`src/rtl/cr_br_cond_if.sv`:
```
// cr_br_cond_if: branch request, CR scoreboard, CTR write and result signals for the branch-condition evaluator.
interface cr_br_cond_if #(parameter int CR_WIDTH = 32, parameter int CTR_WIDTH = 32);
  logic                 req_valid;
  logic                 req_ready;
  logic [0:4]           BO;
  logic [0:4]           BI;
  logic [0:CR_WIDTH-1]  CR;
  logic [0:7]           pend_set;
  logic [0:7]           pend_clr;
  logic                 CTRWr;
  logic [0:CTR_WIDTH-1] CTRWd;
  logic                 res_valid;
  logic                 taken;
  logic [0:CTR_WIDTH-1] CTR;
  modport master (
    output req_valid, BO, BI, CR, pend_set, pend_clr, CTRWr, CTRWd,
    input  req_ready, res_valid, taken, CTR
  );
  modport slave (
    input  req_valid, BO, BI, CR, pend_set, pend_clr, CTRWr, CTRWd,
    output req_ready, res_valid, taken, CTR
  );
endinterface

```
`src/rtl/cr_br_cond.sv`:
```
// cr_br_cond: evaluates BO/BI branch conditions against CR and CTR, with a per-field pending-write stall.
module cr_br_cond #(
  parameter int CR_WIDTH  = 32,
  parameter int CTR_WIDTH = 32
) (
  input logic         clk,
  input logic         rst_n,
  cr_br_cond_if.slave br
);
  logic [0:CR_WIDTH-1]  cr;
  logic [0:CTR_WIDTH-1] ctr_q, ctr_d, ctr_dec;
  logic [0:7]           pend_q, pend_d;
  logic                 res_valid_q, res_valid_d;
  logic                 taken_q, taken_d;
  logic [2:0]           fld;
  logic                 blocked, accept, ctr_ok, cond_ok;
  logic                 unused_hint;
  assign cr          = br.CR;
  assign unused_hint = br.BO[4];
  assign fld         = br.BI[0:2];
  // Field n lives at pend bit 7-n; only the registered scoreboard is consulted.
  assign blocked      = ~br.BO[0] & pend_q[3'd7 - fld];
  assign br.req_ready = ~blocked & ~br.CTRWr;
  assign accept       = br.req_valid & br.req_ready;
  always_comb begin
    ctr_dec     = br.BO[2] ? ctr_q : ctr_q - 1'b1;
    ctr_ok      = br.BO[2] | ((ctr_dec != '0) ^ br.BO[3]);
    cond_ok     = br.BO[0] | (cr[br.BI] == br.BO[1]);
    ctr_d       = br.CTRWr ? br.CTRWd : (accept ? ctr_dec : ctr_q);
    pend_d      = (pend_q & ~br.pend_clr) | br.pend_set;
    taken_d     = accept ? (ctr_ok & cond_ok) : taken_q;
    res_valid_d = accept;
  end
  always_ff @(posedge clk) begin
    if (!rst_n) begin
      ctr_q       <= '0;
      pend_q      <= '0;
      res_valid_q <= 1'b0;
      taken_q     <= 1'b0;
    end else begin
      ctr_q       <= ctr_d;
      pend_q      <= pend_d;
      res_valid_q <= res_valid_d;
      taken_q     <= taken_d;
    end
  end
  assign br.res_valid = res_valid_q;
  assign br.taken     = taken_q;
  assign br.CTR       = ctr_q;
endmodule

```
`src/flat_wrapper.sv`:
```
// flat-port wrapper written by rule: the top's interface ports become plain ports
module cr_br_cond_flat 
#(
  parameter int CR_WIDTH  = 32,
  parameter int CTR_WIDTH = 32
)
  (clk, rst_n, br_req_valid, br_BO, br_BI, br_CR, br_pend_set, br_pend_clr, br_CTRWr, br_CTRWd, br_req_ready, br_res_valid, br_taken, br_CTR);
  cr_br_cond_if #(.CR_WIDTH(CR_WIDTH), .CTR_WIDTH(CTR_WIDTH)) br_i ();
  input logic clk;
  input logic rst_n;
  input wire logic [$bits(br_i.req_valid)-1:0] br_req_valid;
  input wire logic [$bits(br_i.BO)-1:0] br_BO;
  input wire logic [$bits(br_i.BI)-1:0] br_BI;
  input wire logic [$bits(br_i.CR)-1:0] br_CR;
  input wire logic [$bits(br_i.pend_set)-1:0] br_pend_set;
  input wire logic [$bits(br_i.pend_clr)-1:0] br_pend_clr;
  input wire logic [$bits(br_i.CTRWr)-1:0] br_CTRWr;
  input wire logic [$bits(br_i.CTRWd)-1:0] br_CTRWd;
  output wire logic [$bits(br_i.req_ready)-1:0] br_req_ready;
  output wire logic [$bits(br_i.res_valid)-1:0] br_res_valid;
  output wire logic [$bits(br_i.taken)-1:0] br_taken;
  output wire logic [$bits(br_i.CTR)-1:0] br_CTR;
  assign br_i.req_valid = br_req_valid;
  assign br_i.BO = br_BO;
  assign br_i.BI = br_BI;
  assign br_i.CR = br_CR;
  assign br_i.pend_set = br_pend_set;
  assign br_i.pend_clr = br_pend_clr;
  assign br_i.CTRWr = br_CTRWr;
  assign br_i.CTRWd = br_CTRWd;
  assign br_req_ready = br_i.req_ready;
  assign br_res_valid = br_i.res_valid;
  assign br_taken = br_i.taken;
  assign br_CTR = br_i.CTR;
  cr_br_cond #(.CR_WIDTH(CR_WIDTH), .CTR_WIDTH(CTR_WIDTH)) u_core (.clk(clk), .rst_n(rst_n), .br(br_i));
endmodule
```
`config.mk`:
```
export PLATFORM = sky130hd
export DESIGN_NAME = cr_br_cond_flat
export DESIGN_NICKNAME = d
export VERILOG_FILES = /design/src/rtl/cr_br_cond_if.sv /design/src/rtl/cr_br_cond.sv /design/src/flat_wrapper.sv
export SDC_FILE = /design/constraint.sdc
export NUM_CORES = 1
export LEC_CHECK = 0
export BUFFER_PORTS_ARGS = -buffer_cell sky130_fd_sc_hd__clkbuf_2
export CORE_MARGIN = 1
export CORE_UTILIZATION = 45
export CTS_CLUSTER_DIAMETER = 40
export DETAILED_ROUTE_END_ITERATION = 10
export GPL_TIMING_DRIVEN = 0
export MAX_ROUTING_LAYER = met4
export PLACE_DENSITY = 0.74
export SLEW_MARGIN = 10
export SYNTH_ARGS = -nofsm -noshare
export SYNTH_HDL_FRONTEND = slang
export SYNTH_SLANG_ARGS = --single-unit
```
`constraint.sdc`:
```
create_clock -name clk -period 3.8 [get_ports clk]
set_input_delay 0.38 -clock clk [delete_from_list [all_inputs] [get_ports clk]]
set_output_delay 0.38 -clock clk [all_outputs]
set_load 0.02 [all_outputs]
```
# Word-level counts from Yosys, hierarchy flattened
# Index checks and enable logic that the tools add are counted.
[totals] inputBits=94 ff_bits=42 wordCells=35 output_inout_bits=35
[classes] n_reduce_logical=2 eq_ne=1 bitwise_logic=15 mux=9 n_addsub=2 magnitude_cmp=2
[op_table] operator="$mux 32" count=3
[op_table] operator="$reduce_bool 32->1" count=1
[op_table] operator="$sub 32x1->32 const B" count=1
[op_table] operator="$and 8x8->8" count=1
[op_table] operator="$not 8->8" count=1
[op_table] operator="$or 8x8->8" count=1
[op_table] operator="$ge 6x6->1 const B" count=1
[op_table] operator="$not 5->6" count=1
[op_table] operator="$bmux 1 s5" count=1
[op_table] operator="$and 1x1->1" count=4
[op_table] operator="$ge 4x4->1 const B" count=1
[op_table] operator="$mux 1" count=4
[op_table] operator="$not 3->4" count=1
[op_table] operator="$bmux 1 s3" count=1
[op_table] operator="$not 1->1" count=3
[op_table] operator="$sub 3x3->3 const A" count=1
[op_table] operator="$or 1x1->1" count=2
[op_table] operator="$reduce_bool 2->1" count=1
[op_table] operator="$eq 1x1->1" count=1
[op_table] operator="$xor 1x1->1" count=1

# Depth between registers and ports, before layout
# Gate-level depths: netlist of the first run.
[depth] depth_word=11 ltp_mapped=12 mapped_depth_nobuf=10

# Worst setup path after synthesis of the first run
# No wires, ideal clock.
[synth_timing] path_type="reg-to-reg" start="register u_core.ctr_q (netlist bit u_core.br.CTR[22])" end="register u_core.taken_q (netlist: u_core.br.taken)" synth_period_minus_slack_ns=2.940 arrival_ns=2.816 setup_time_ns=0.124 path_buffers=1 path_stages_with_launch=10 setup_slack_ns=0.860 t_required_ns=3.676 path_cell_list="dfxtp_1 or4_4 or4_1 buf_2 or4_1 o22ai_1 a21oi_1 nor4_2 xor2_1 a211oi_1"
[synth_via] elab_chain_cells=6
[synth_rtl] item="from (decl)" line_no="cr_br_cond.sv:11" rtl="logic [0:CTR_WIDTH-1] ctr_q, ctr_d, ctr_dec;"
[synth_rtl] item="from (signal assigned)" line_no="cr_br_cond.sv:41" rtl="ctr_q <= ctr_d;"
[synth_rtl] item="$sub 32x1->32" line_no="cr_br_cond.sv:26" rtl="ctr_dec = br.BO[2] ? ctr_q : ctr_q - 1'b1;"
[synth_rtl] item="$mux 32 *" line_no="cr_br_cond.sv:26"
[synth_rtl] item="$reduce_bool 32->1 *" line_no="cr_br_cond.sv:27" rtl="ctr_ok = br.BO[2] | ((ctr_dec != '0) ^ br.BO[3]);"
[synth_rtl] item="$xor 1x1->1 *" line_no="cr_br_cond.sv:27"
[synth_rtl] item="$or 1x1->1 *" line_no="cr_br_cond.sv:27"
[synth_rtl] item="$and 1x1->1 *" line_no="cr_br_cond.sv:31" rtl="taken_d = accept ? (ctr_ok & cond_ok) : taken_q;"
[synth_rtl] item="to (signal assigned)" line_no="cr_br_cond.sv:44" rtl="taken_q <= taken_d;"
[synth_rtl] item="to (decl)" line_no="cr_br_cond.sv:14" rtl="logic taken_q, taken_d;"
# Mark *: on every way between the ends. The rest lies on a longest branch, timed or not.
# A chain may end at the register's enable or synchronous reset.

# Worst setup path after layout of the first run
[layout_timing] start="register u_core.ctr_q (netlist bit u_core.br.CTR[31])" end="register u_core.taken_q (netlist: u_core.br.taken)"
# The elaborated chain is that of the path after synthesis.

==> results.yml, run 1 <==
run_status:
  status: "completed"
power:
  seqPwrFrac: 0.462
  finalPower_mw: 1.09
  pwr-share-clk: 0.253
  p_per_area_nw_per_um2: 314
  p_sw_mw: 0.351
  p_sw_frac: 0.321
  leakagePower_nw: 1.47
  vdd_ir_drop_max_mv: 0.253
  p_int_mw: 0.741
  comb_power_share: 0.285
final_layout:
  fill_cells: 533
  drive_above_1_share: 0.319
  nets: 552
  n_antenna_cell: 0
  final_area_sq_um: 3480
  stdcell_count: 529
  final_util: 0.617
  area_delta_synth_final_pct: 29.2
sta:
  finalCriticalPeriod_ns: 3.18
  fin_tns_setup_ns: 0
  period_share: 0.836
  tightest_slew_ns: 0.678
  max_freq_ghz: 0.315
  setup_viol: 0
  maxSlewHeadroom: 0.544
  hold_viol: 0
  grt_setup_unrepaired: "no"
  whs_ns: 0.294
  worst_slack_ns: 0.625
  finClkSkew_ns: 0.00890
  slew_viol_final: 0
grt:
  grt_pass1_wl_microns: 12600
  grt_pass1_vias: 2707
  grt.overflow.total: 0
  antenna_found_initial: 0
  grtUsageTotal: 0.273
  grt_max_degree: 12
clock_tree:
  numCtsBuffers: 5
  path_clk_slew_ns: 0.07
  cts_buffer_depth: 2
  cts_tree: "built"
  cts_setup_buffers: 0
  cts_max_level: 2
  clock_sinks: 42
  clock-root-buffer: "clkbuf_8"
  cts_resized: 0
  cts_hold_repair.buffers: 0
  worstSkewPairLatency_ns: 0.30
yosys:
  synth-edff-count: 0
  yosysTopAreaCell: "dfxtp_1"
  ys_ff_latch: 42
  yosysWarnings: 0
  ys_seq_area_frac: 0.312
  syn_area_per_cell_sq_um: 8.26
  synthCells: 326
  syn_area_sq_um: 2690
  syn-num-nets: 421
  synth_top_area_share: 0.312
  yosys-top-cells-area: "dfxtp_1 31%, mux4_2 10%, xnor2_1 8.5%"
  synth.distinct_cells: 41
  synth_flop_cell: "dfxtp_1"
  async_flop_share: 0
place:
  post_dp_cell_area_sq_um: 3400
  io_buffer_count: 124
  dp.cells: 522
  place_congestion: 0.881
  post-dp-hpwl_microns: 6300
  place_ws_ns: 0.634
flow_run:
  maxCapViolations: 0
floorplan:
  dieArea_sq_um: 6290
  coreArea_sq_um: 5640
  ios: 129
  die_y_microns: 79.3
  die_w_microns: 79.3
  start_util: 0.477
  placementRows: 27
critical_path:
  crit_path_end_kind: "flip-flop"
  crit_arrival_ns: 3.38
  cp.required_ns: 4.01
  critPathMaxFanout: 9
  path_class: "reg -> reg"
  critPathLaunchType: "flip-flop"
detailed_routing:
  route.vias.total: 2856
  wl_per_cell_microns: 14.7
  first_pass_iters: 4
  ant_nets: 0
  wl_microns: 7790
  dr.first_iter.drc_count: 106
  vias_per_cell: 5.40
  drc_errors: 0
hold_path:
  hold_class: "in -> reg"
## final timing paths
kind | end | cells after the start | from | slack, ns
max | u_core.br.taken$_SDFFE_PN0P_ | 9 | u_core.br.CTR[31]$_SDFFE_PN0P_ | 0.62
min | u_core.pend_q[2]$_SDFF_PN0_ | 2 | br_pend_set[5] | 0.29
max reg2reg | u_core.br.taken$_SDFFE_PN0P_ | 9 | u_core.br.CTR[31]$_SDFFE_PN0P_ | 0.62
min reg2reg | u_core.br.CTR[0]$_SDFFE_PN0P_ | 2 | u_core.br.CTR[0]$_SDFFE_PN0P_ | 0.55
## critical path, cell delays in order, from the launching register on
cell      delay (ns)
dfxtp_1         0.37
nor4_1          0.64
or4b_1          0.49
clkbuf_1        0.22
or4_1           0.44
o22ai_1         0.13
a21oi_1         0.11
nor4_2          0.35
xor2_1          0.11
a211oi_1        0.22
## logic make-up after synthesis
family                     synth area share
AOI/OAI and AO/OA                     0.143
xor gates and xnor gates              0.120
adders and majority gates           0.00465
buffers and inverters                0.0353
DFF                                   0.312
muxes                                 0.108
and+or+nand+nor                       0.277
## flip-flops by register name, indices dropped and copies added (netlist names)
signal               count
u_core.br.CTR           32
u_core.br.res_valid      1
u_core.br.taken          1
u_core.pend_q            8
## Yosys cell counts (2+ instances only)
library cell,n
dfxtp_1,42
nand3b_1,2
clkbuf_1,17
nand2_1,37
a21boi_0,6
xor2_1,11
o311ai_0,3
nor2b_1,9
buf_1,2
o21ai_0,28
o21a_1,8
nand3_1,3
or3_1,6
inv_1,5
xnor2_1,26
a21oi_1,11
or4_1,3
nor4_1,13
nor4b_1,2
nor3_1,15
mux2i_1,2
and2_1,19
a211oi_1,2
mux4_2,12
nor2_1,26
## power by group through the flow
stage / clock, mW / combinational (mW) / sequential, mW
finish: 0.277 / 0.311 / 0.504
global route: 0.302 / 0.345 / 0.510
CTS: 0.284 / 0.313 / 0.503
detailed placement: 0 / 0.312 / 0.514
global placement: 0 / 0.306 / 0.513
floorplan: 0 / 0.171 / 0.535
## layer usage
layer	track usage	share of wire	vias up
li1	-	-	1415
met1	0.315	0.41	1318
met2	0.483	0.51	116
met3	0.0414	0.070	7
met4	0.0873	0.011	0
met5	-	0	-
## placed cells by master, fill, tap and decap left out, types with 11 or more instances in the layout
cell type / n
xnor2_1: 26
o21ai_0: 28
nand2_1: 37
xor2_1: 11
nor3_1: 15
mux4_2: 12
and2_1: 19
dfxtp_1: 42
a21oi_1: 11
clkbuf_1: 19
nor4_1: 13
nor2_1: 26
clkbuf_2: 124
## layout make-up
class,instances,area [sq um],share of cell area
sequential,42,841,0.242
inverter,5,18.8,0.00540
multi-input combinational,259,1760,0.505
buffer,20,76.3,0.0219
timing repair buffer,124,621,0.178
tap,72,90.1,0.0259
clock buffer,7,76.3,0.0219
Power figures use the tool's default switching activity.
==> run 2: changes to the inputs <==
CORE_UTILIZATION = 42   (was 45)
PLACE_DENSITY = 0.73   (was 0.74)
clock period = 2.8 ns   (was 3.8 ns; I/O delays follow)
==> run 2 against run 1 <==
Effect of this change: the flow now finishes with violations (setup timing); flip-flop and latch count stayed put; via count increased by 1.8%; clock-buffer cell count shrank 1; highest routed layer unchanged; fmax up 11%; largest power group unchanged.
==> results.yml, run 2 (synthesis gave the netlist of run 1 again) <==
run_status:
  status: "complete, but fails checks"
  violations: "setup timing"
critical_path:
  r2r_start: "u_core.br.CTR[21]$_SDFFE_PN0P_"
  cp_slowest_stage_delay_ns: 0.54
  worstRegToRegCells: 8
  r2r_slack_ns: -0.06
  cp.required_ns: 3.00
  critPathLaunchType: "flip-flop"
  endpoint: "u_core.br.taken$_SDFFE_PN0P_"
  crit_arrival_ns: 3.06
  crit_slowest_cell: "or4_4"
  cp_num_buf_inv: 0
  r2r_end: "u_core.br.taken$_SDFFE_PN0P_"
  startpoint: "u_core.br.CTR[21]$_SDFFE_PN0P_"
  crit_path_end_kind: "flip-flop"
  critPathMaxFanout: 7
  cp_cell_sequence: "or4_4, or4_4, or4_4, o22ai_2, a21oi_2, nor4_4, xor2_1, a211oi_1"
  path_common_cell: "or4_4"
  path_class: "reg -> reg"
  path_delay_family: "simple AND/OR/NAND/NOR gates"
  path_depth: 8
final_layout:
  n_antenna_cell: 0
  fill_cells: 573
  final_area_sq_um: 3620
  drive_above_1_share: 0.375
  stdcell_count: 534
  largest_reg_flops: 32
  nets: 555
  final_util: 0.598
  final_cell_mix: "124 x clkbuf_2, 38 x dfxtp_1, 37 x nand2_1"
  final_common_cell: "clkbuf_2"
  area_delta_synth_final_pct: 34.7
sta:
  whs_ns: 0.200
  tightest_slew_ns: 0.617
  period_share: 1.02
  slew_viol_final: 0
  finClkSkew_ns: 0.00842
  finalCriticalPeriod_ns: 2.86
  maxSlewHeadroom: 0.586
  worst_slack_ns: -0.0612
  hold_viol: 0
  setup_viol: 1
  grt_setup_unrepaired: "yes"
  max_freq_ghz: 0.350
floorplan:
  dieArea_sq_um: 6730
  placementRows: 28
  die_y_microns: 82.1
  die_w_microns: 82.1
  start_util: 0.444
  ios: 129
  coreArea_sq_um: 6060
clock_tree:
  cts_buffer_depth: 2
  path_clk_slew_ns: 0.08
  numCtsBuffers: 5
  clock-root-buffer: "clkbuf_8"
  clock_sinks: 42
  worstSkewPairLatency_ns: 0.29
  cts_tree: "built"
  cts_max_level: 2
detailed_routing:
  wl_per_cell_microns: 15.4
  dr.first_iter.drc_count: 134
  drc_errors: 0
  vias_per_cell: 5.45
  first_pass_iters: 4
  wl_microns: 8230
  route.vias.total: 2908
  ant_nets: 0
place:
  io_buffer_count: 124
  dp.cells: 525
  place_congestion: 0.917
  post_dp_cell_area_sq_um: 3420
  post-dp-hpwl_microns: 6530
grt:
  antenna_found_initial: 0
  grt_pass1_wl_microns: 12700
  grt_pass1_vias: 2713
  grtUsageMet1: 0.289
  grtUsageMet2: 0.483
  global_route.peak_usage_layer: "met2"
  grt.overflow.total: 0
  grt_max_degree: 12
  grtUsageTotal: 0.262
  grtUsageMet3: 0.0500
power:
  p_per_area_nw_per_um2: 424
  vdd_ir_drop_max_mv: 0.216
  leakagePower_nw: 1.51
flow_run:
  maxCapViolations: 0
hold_path:
  hold_class: "in -> reg"
[run 2: changes by cell type in the layout (fill, tap and decap cells not counted), sizes merged]
| cell | delta |
|---|---|
| buf | +5 |
| clkbuf | -3 |
[run 2: report_power, final]
group          switching, mW  leakage [nW]  internal, mW  total (mW)
Sequential            0.0474         0.350         0.637       0.684
Clock                  0.206        0.0431         0.191       0.397
Combinational          0.238          1.12         0.216       0.455
[run 2: worst min-delay path by stage]
stage,startpoint,endpoint,cells past startpoint
detailed placement,br_pend_set[7],u_core.pend_q[0]$_SDFF_PN0_,2
global route,br_pend_set[7],u_core.pend_q[0]$_SDFF_PN0_,2
global placement,br_pend_set[6],u_core.pend_q[1]$_SDFF_PN0_,2
floorplan,br_pend_set[7],u_core.pend_q[0]$_SDFF_PN0_,1
finish,br_pend_set[6],u_core.pend_q[1]$_SDFF_PN0_,2
CTS,br_pend_set[6],u_core.pend_q[1]$_SDFF_PN0_,2
[run 2: cell type report]
cell class                 instances  area (sq um)  area share
multi-input combinational        259          1840       0.507
clock buffer                       6          82.6      0.0228
inverter                           5          18.8     0.00518
sequential                        42           851       0.235
tap                               75          93.8      0.0259
buffer                            17          73.8      0.0204
timing repair buffer             130           666       0.184
[run 2: repair_timing]
item | 4_1_cts | 5_1_grt
hold buffers | 0 | 0
setup buffers | 6 | 0
endpoints found under the setup margin | 7 | 7
pin swaps | 8 | 4
resized for setup | 18 | 4
[run 2: through the flow]
stage               TNS [ns]  power [mW]  setup WS [ns]
finish               -0.0612        1.54        -0.0612
CTS                 -0.00645        1.54       -0.00645
floorplan                  0       0.960        0.00461
global placement      -0.662        1.11         -0.195
detailed placement     -1.01        1.12         -0.298
global route          -0.135        1.62         -0.135
[run 2: layer usage]
layer / vias to the layer above / routed length, microns
li1: 1418 / -
met1: 1330 / 3240
met2: 148 / 4220
met3: 12 / 670
met4: 0 / 103
met5: - / 0
[run 2: worst register-to-register path: stages, from the launching register on]
cell      delay [ns]
dfxtp_4         0.35
or4_4           0.53
or4_4           0.50
or4_4           0.54
o22ai_2         0.12
a21oi_2         0.09
nor4_4          0.31
xor2_1          0.10
a211oi_1        0.22
